<file path="config.mk">
export PLATFORM = sky130hd
export DESIGN_NAME = mem_controller_storeless
export DESIGN_NICKNAME = d
export VERILOG_FILES = /design/src/rtl/mem_controller_storeless_pkg.sv /design/src/rtl/mem_controller_storeless_read_arbiter.sv /design/src/rtl/mem_controller_storeless.sv
export SDC_FILE = /design/constraint.sdc
export NUM_CORES = 1
export LEC_CHECK = 0
export CAP_MARGIN = 20
export CORE_ASPECT_RATIO = 1.25
export CORE_MARGIN = 2
export CORE_UTILIZATION = 34
export CTS_CLUSTER_SIZE = 30
export DETAILED_ROUTE_END_ITERATION = 8
export PLACE_DENSITY = 0.91
export SLEW_MARGIN = 30
export SYNTH_ARGS = -nofsm -noshare
export SYNTH_HDL_FRONTEND = slang
export SYNTH_SLANG_ARGS = --single-unit
</file>
<file path="constraint.sdc">
create_clock -name clk -period 4.09 [get_ports clk]
set_input_delay 1.0225 -clock clk [delete_from_list [all_inputs] [get_ports clk]]
set_output_delay 1.0225 -clock clk [all_outputs]
set_load 0.005 [all_outputs]
</file>
<file path="src/rtl/mem_controller_storeless_pkg.sv">
// mem_controller_storeless_pkg: control FSM encodings shared by the memory-controller variants.
package mem_controller_storeless_pkg;
  typedef enum logic [1:0] {
    IDLE    = 2'd0,
    RUNNING = 2'd1,
    DONE    = 2'd2
  } mcState_t;
endpackage

</file>
<file path="src/rtl/mem_controller_storeless_read_arbiter.sv">
// mc_read_arbiter: fixed-priority one-hot grant, lowest index wins.
module mc_read_arbiter
  import mem_controller_storeless_pkg::*;
#(
  parameter int NUM_LOADS = 1
) (
  input  logic [NUM_LOADS-1:0] pValid,
  input  logic [NUM_LOADS-1:0] eligible,
  output logic [NUM_LOADS-1:0] grant
);
  logic [NUM_LOADS-1:0] req;
  assign req = pValid & eligible;
  // Two's-complement trick isolates the lowest set request bit.
  assign grant = req & (~req + NUM_LOADS'(1));
endmodule

</file>
<file path="src/rtl/mem_controller_storeless.sv">
// mem_controller_storeless: load-only BRAM controller with per-port buffering and kernel start/end FSM.
module mem_controller_storeless
  import mem_controller_storeless_pkg::*;
#(
  parameter int NUM_LOADS = 1,
  parameter int DATA_TYPE = 32,
  parameter int ADDR_TYPE = 32
) (
  input  logic                           clk,
  input  logic                           rst,
  input  logic                           memStart_valid,
  output logic                           memStart_ready,
  output logic                           memEnd_valid,
  input  logic                           memEnd_ready,
  input  logic                           ctrlEnd_valid,
  output logic                           ctrlEnd_ready,
  input  logic [NUM_LOADS*ADDR_TYPE-1:0] ldAddr,
  input  logic [NUM_LOADS-1:0]           ldAddr_valid,
  output logic [NUM_LOADS-1:0]           ldAddr_ready,
  output logic [NUM_LOADS*DATA_TYPE-1:0] ldData,
  output logic [NUM_LOADS-1:0]           ldData_valid,
  input  logic [NUM_LOADS-1:0]           ldData_ready,
  input  logic [DATA_TYPE-1:0]           loadData,
  output logic                           loadEn,
  output logic [ADDR_TYPE-1:0]           loadAddr,
  output logic                           storeEn,
  output logic [ADDR_TYPE-1:0]           storeAddr,
  output logic [DATA_TYPE-1:0]           storeData
);
  logic [NUM_LOADS-1:0]                inflight, dataValid, eligible, grant;
  logic [NUM_LOADS-1:0][DATA_TYPE-1:0] dataReg;
  logic [ADDR_TYPE-1:0]                addrMux;
  logic                                allLoadsDone;
  mcState_t                            state, stateNext;
  // A port may issue only if its buffer will be free when the BRAM data lands.
  assign eligible = ~inflight & (~dataValid | ldData_ready) & {NUM_LOADS{~rst}};
  mc_read_arbiter #(.NUM_LOADS(NUM_LOADS)) u_arb (
    .pValid  (ldAddr_valid),
    .eligible(eligible),
    .grant   (grant)
  );
  always_comb begin
    addrMux = '0;
    for (int i = 0; i < NUM_LOADS; i++)
      addrMux |= grant[i] ? ldAddr[i*ADDR_TYPE +: ADDR_TYPE] : '0;
  end
  assign ldAddr_ready = grant;
  assign loadEn       = |grant;
  assign loadAddr     = addrMux;
  assign ldData       = dataReg;
  assign ldData_valid = dataValid;
  assign allLoadsDone = ~|inflight & ~|dataValid;
  assign storeEn      = 1'b0;
  assign storeAddr    = '0;
  assign storeData    = '0;
  // Capture wins over pop so a refill in the same cycle keeps the port valid.
  always_ff @(posedge clk) begin
    if (rst) begin
      inflight  <= '0;
      dataValid <= '0;
      dataReg   <= '0;
    end else begin
      inflight <= grant;
      for (int i = 0; i < NUM_LOADS; i++) begin
        if (inflight[i]) begin
          dataReg[i]   <= loadData;
          dataValid[i] <= 1'b1;
        end else if (ldData_ready[i]) begin
          dataValid[i] <= 1'b0;
        end
      end
    end
  end
  always_ff @(posedge clk) state <= rst ? IDLE : stateNext;
  always_comb begin
    memStart_ready = state == IDLE;
    ctrlEnd_ready  = state == RUNNING && allLoadsDone && !rst;
    memEnd_valid   = state == DONE && !rst;
    stateNext      = (state == IDLE && memStart_valid) ? RUNNING :
                     (state == RUNNING && ctrlEnd_valid && allLoadsDone) ? DONE :
                     (state == DONE && memEnd_ready) ? IDLE : state;
  end
endmodule

</file>
# Yosys cells after proc, flatten, opt, wreduce, memory -nomap -nowiden
# Index checks and enable logic that the tools add are counted.
# totals
ff_bits,36
in_bits,71
out_inout_bits,135
wordCells,39
# op_classes
n_addsub,1
eq_ne,2
mux,6
bitwise_logic,10
reduce_logical,15
# op_table
op,n
32-bit two-way mux,1
1-bit logical AND,7
1-bit AND,5
2-bit two-way mux,2
1-bit NOT,4
2-bit nonzero test,2
1-bit logical NOT,3
1-bit two-way mux,3
3-bit nonzero test,1
"2-bit by 1-bit equality test with 1-bit output, second input constant",1
"2-bit equality test, second input constant",1
2-bit logical NOT,1
2-bit OR reduction,1
"1-bit adder, second input constant",1
1-bit OR,1

# Longest topological paths before layout
# logic_depth
depth_word,9
depth_mapped,6
mapped_depth_nobuf,2

# By module
# From an unflattened synthesis, not the netlist that was laid out.
# hier_totals
hier_cells,226
area_unflattened_um2,2103.3
# modules_own_cells
mod,n_inst,cells_per_inst,area_per_inst_um2,seq_area_each_um2
mem_controller_storeless,1,225,2097.0,720.7
mc_read_arbiter,1,1,6.3,0.0

# Worst setup path before layout
# Ideal clock, no wire load.
# synth_path
path_type,input -> output
start,input rst
end,output loadEn
arrival_time_ps,2076
required_ps,3068
setup_slack_ps,991
stages,6
n_path_buf,4
path_cell_list,buf_2 or3b_1 buf_2 buf_6 nor2_1 buf_4
# synth_via
elab_chain_len,6
# synth_rtl
item,line,rtl
start: declaration,mem_controller_storeless.sv:10,"input logic rst,"
1-bit NOT *,mem_controller_storeless.sv:36,assign eligible = ~inflight & (~dataValid | ldData_ready) & {NUM_LOADS{~rst}};
1-bit AND *,mem_controller_storeless.sv:36,
1-bit AND *,mem_controller_storeless_read_arbiter.sv:12,assign req = pValid & eligible;
1-bit NOT,mem_controller_storeless_read_arbiter.sv:14,assign grant = req & (~req + NUM_LOADS'(1));
1-bit adder,mem_controller_storeless_read_arbiter.sv:14,
1-bit AND *,mem_controller_storeless_read_arbiter.sv:14,
end: declaration,mem_controller_storeless.sv:24,"output logic loadEn,"
# Mark *: on every way between the ends. The rest lies on a longest branch, timed or not.

# Worst setup path in the final report
# layout_path
start,input ldAddr_valid
end,output loadAddr[24]
# layout_via
elab_chain_len,5
# layout_rtl
item,line,rtl
start: declaration,mem_controller_storeless.sv:18,"input logic [NUM_LOADS-1:0] ldAddr_valid,"
1-bit AND *,mem_controller_storeless_read_arbiter.sv:12,
1-bit NOT,mem_controller_storeless_read_arbiter.sv:14,
1-bit adder,mem_controller_storeless_read_arbiter.sv:14,
1-bit AND *,mem_controller_storeless_read_arbiter.sv:14,
32-bit two-way mux *,mem_controller_storeless.sv:45,addrMux |= grant[i] ? ldAddr[i*ADDR_TYPE +: ADDR_TYPE] : '0;
end: declaration,mem_controller_storeless.sv:25,"output logic [ADDR_TYPE-1:0] loadAddr,"
# Marks and branches as above.

==> flow_summary.yaml <==
clocking:
  cts_sinks: 36
  clockBufferDepth: 2
  numCtsBuffers: 5
  clk-insertion-delay-late_ns: 0.28
  ctsRootBufferMaster: "clkbuf_8"
  cts_tree: "built"
  htreeDepth: 2
  cts_resized: 0
  cts_setup_buffers: 0
  cts_hold_buf: 0
  cts.reportedPaths.clkPinSlew_ns: 0.07
grt:
  grt_pass1_vias: 1779
  gr-total-overflow: 0
  grt.total_usage_pct: 14.7
  grt_max_degree: 36
  grt_pass1_wl_um: 8560
  grt_antenna_before_repair: 0
logic_synthesis:
  synth_top_family_by_area: "buffers and inverters"
  async_flop_share_pct: 0
  synth_edf_count: 0
  synth-xor-area-share_pct: 0
  netlist_instances: 231
  yosys_warnings: 0
  yosysTopAreaCell: "dfxtp_1"
  syn_avg_cell_area_um2: 9.71
  synth.area.mux_share_pct: 14.3
  synthSimpleGateAreaFrac_pct: 25.3
  synth.most_common_cell: "buf_4"
  synth_top_area_share_pct: 32.1
  synth-adder-area-share_pct: 0
  ys_top_cells_by_count: "66 x buf_4, 36 x dfxtp_1, 35 x nor2_1"
  synth_seq_cells: 36
  synthTopCellsByArea: "dfxtp_1 32%, buf_4 22%, nor3b_2 16%, mux2i_1 14%, nor2_1 5.9%"
  synth_area_um2: 2240
  synth_compound_area_share_pct: 1.23
  yosysSeqAreaShare_pct: 32.1
  synthFlopType: "dfxtp_1"
  synthDistinctLibCells: 19
detailed_routing:
  post_drt_wl_per_cell_um: 12.6
  ant_nets: 0
  via_per_inst: 4.06
  wl_um: 5680
  firstDrtPassIters: 4
  num_vias: 1837
  drc_errors: 0
  drtIter0Drc: 26
pwr:
  internal-power_uw: 652
  p_sw_share_pct: 25.2
  p_per_area_nw_per_um2: 245
  leakagePower_uw: 0.00140
  combPwrFrac_pct: 26.4
  irDropWorstVdd_v: 0.000190
  p_sw_uw: 220
  pwr-share-seq_pct: 43.4
  clkPwrFrac_pct: 30.2
floorplan:
  fp.dieH_um: 94.8
  dieArea_um2: 7270
  core_area_um2: 6480
  initial_core_util_pct: 34.6
  ios: 206
  row_count: 33
  die_w_um: 76.7
worst_setup_path:
  crit_arrival_ns: 2.92
  critical_path_class: "in -> out"
  startpoint_type: "input pin"
  path_cells: "clkdlybuf4s50_1, or3b_2, buf_12, nor3b_1, clkdlybuf4s50_1"
  slowest_delay_ns: 0.54
  crit_slowest_cell: "clkdlybuf4s50_1"
  crit_fanout: 34
  cpMostUsedCell: "clkdlybuf4s50_1"
  end_kind: "output port"
  crit_required_ns: 3.07
sta:
  setup_viol: 0
  tightest_slew_ns: 0.565
  maxSlewHeadroom_pct: 62.3
  finalHoldViolations: 0
  max_freq_mhz: 254
  min_period_ns: 3.94
  finalSetupTns_ns: 0
  clock_skew_ns: 0.00617
  drv_slew: 0
  min_period_over_period_pct: 96.3
  rsz0062_at_grt: "no"
  postLayoutSetupSlackWorst_ns: 0.152
cells_and_area:
  syn_to_final_growth_pct: 58.6
  drive_above_1_share_pct: 12.1
  fin_util_pct: 54.9
  fin_area_um2: 3560
  seqCellArea_um2: 722
  nets: 435
  antenna_cells: 0
  multi_input_comb_area_um2: 1170
  fill_cells: 570
placed_design:
  placed_area_um2: 3460
  dp_hpwl_um: 4540
  portBuffers: 140
  place_ws_ns: 0.130
  gp_congestion: 0.708
flow_run:
  cap_viol_max_count: 0
min_path:
  hold_path.class: "reg -> reg"
run_status:
  status: "complete, no violations"
## area by class of cell
| cell class | count | share of cell area [%] |
|---|---|---|
| repair buffers | 144 | 40.9 |
| clock buffers | 6 | 2.32 |
| well taps | 87 | 3.06 |
| multi-input cells | 175 | 32.8 |
| inverters | 2 | 0.211 |
| flip-flops and latches | 36 | 20.3 |
| clock inverters | 2 | 0.387 |
## power groups by stage
stage | combinational, uW | sequential, uW | clock, uW
2_1_floorplan | 137 | 386 | 0
3_3_place_gp | 226 | 385 | 0
3_5_place_dp | 231 | 386 | 0
4_1_cts | 232 | 378 | 273
5_1_grt | 250 | 381 | 289
6_report | 230 | 378 | 263
## per-stage QoR
step | std cells | hold slack [ns] | power, uW
2_1_floorplan | 295 | 0.480 | 524
3_3_place_gp | 444 | 0.472 | 611
3_5_place_dp | 444 | 0.483 | 617
4_1_cts | 452 | 0.507 | 884
5_1_grt | 452 | 0.529 | 920
6_report | 452 | 0.499 | 872
## final timing paths
kind                                               from  slack [ns]                 endpoint  cells past startpoint
worst max-delay path                       ldAddr_valid        0.15             loadAddr[24]                      5
worst min-delay path            ldData[10]$_SDFFE_PP0P_        0.50  ldData[10]$_SDFFE_PP0P_                      2
worst max register to register      inflight$_SDFF_PP0_        2.70    state[1]$_SDFFE_PP0P_                      3
worst min register to register  ldData[10]$_SDFFE_PP0P_        0.50  ldData[10]$_SDFFE_PP0P_                      2
## critical path, delay by kind of cell
kind	cells	cell delay [ns]
AND/OR/NAND/NOR	2	0.70
buffers and inverters	3	1.18
## cells by family after synthesis
family | Yosys count
other | 1
AO/OA/AOI/OAI | 3
AND/OR/NAND/NOR | 75
multiplexers | 32
flip-flops | 36
buffers and inverters | 84
## flip-flops by register name (all words and copies together) (netlist names)
name	count
ldData	32
state	2
inflight	1
ldData_valid	1
## cells in the final DEF, fill, tap and decap left out
cell,instances
nor2_1,35
nand2b_1,1
dfxtp_2,1
mux2i_1,32
inv_1,2
buf_12,2
clkinv_2,1
and3_1,1
nor2b_1,2
o21a_1,1
conb_1,65
nor2b_4,1
o221a_2,1
buf_4,2
inv_6,1
nor3b_1,5
dfxtp_1,35
nor4b_1,1
a221oi_1,1
clkdlybuf4s50_1,140
or3b_2,1
clkbuf_8,6
nor3b_2,28
## layer usage
metal / global-route usage (%) / share of wire [%] / vias up
met5: 0 / 0 / -
met4: 3.18 / 0.32 / 0
met3: 4.49 / 7.7 / 2
met2: 28.4 / 56 / 106
met1: 15.8 / 36 / 842
li1: - / - / 887
(Power assumes the default switching activity.)
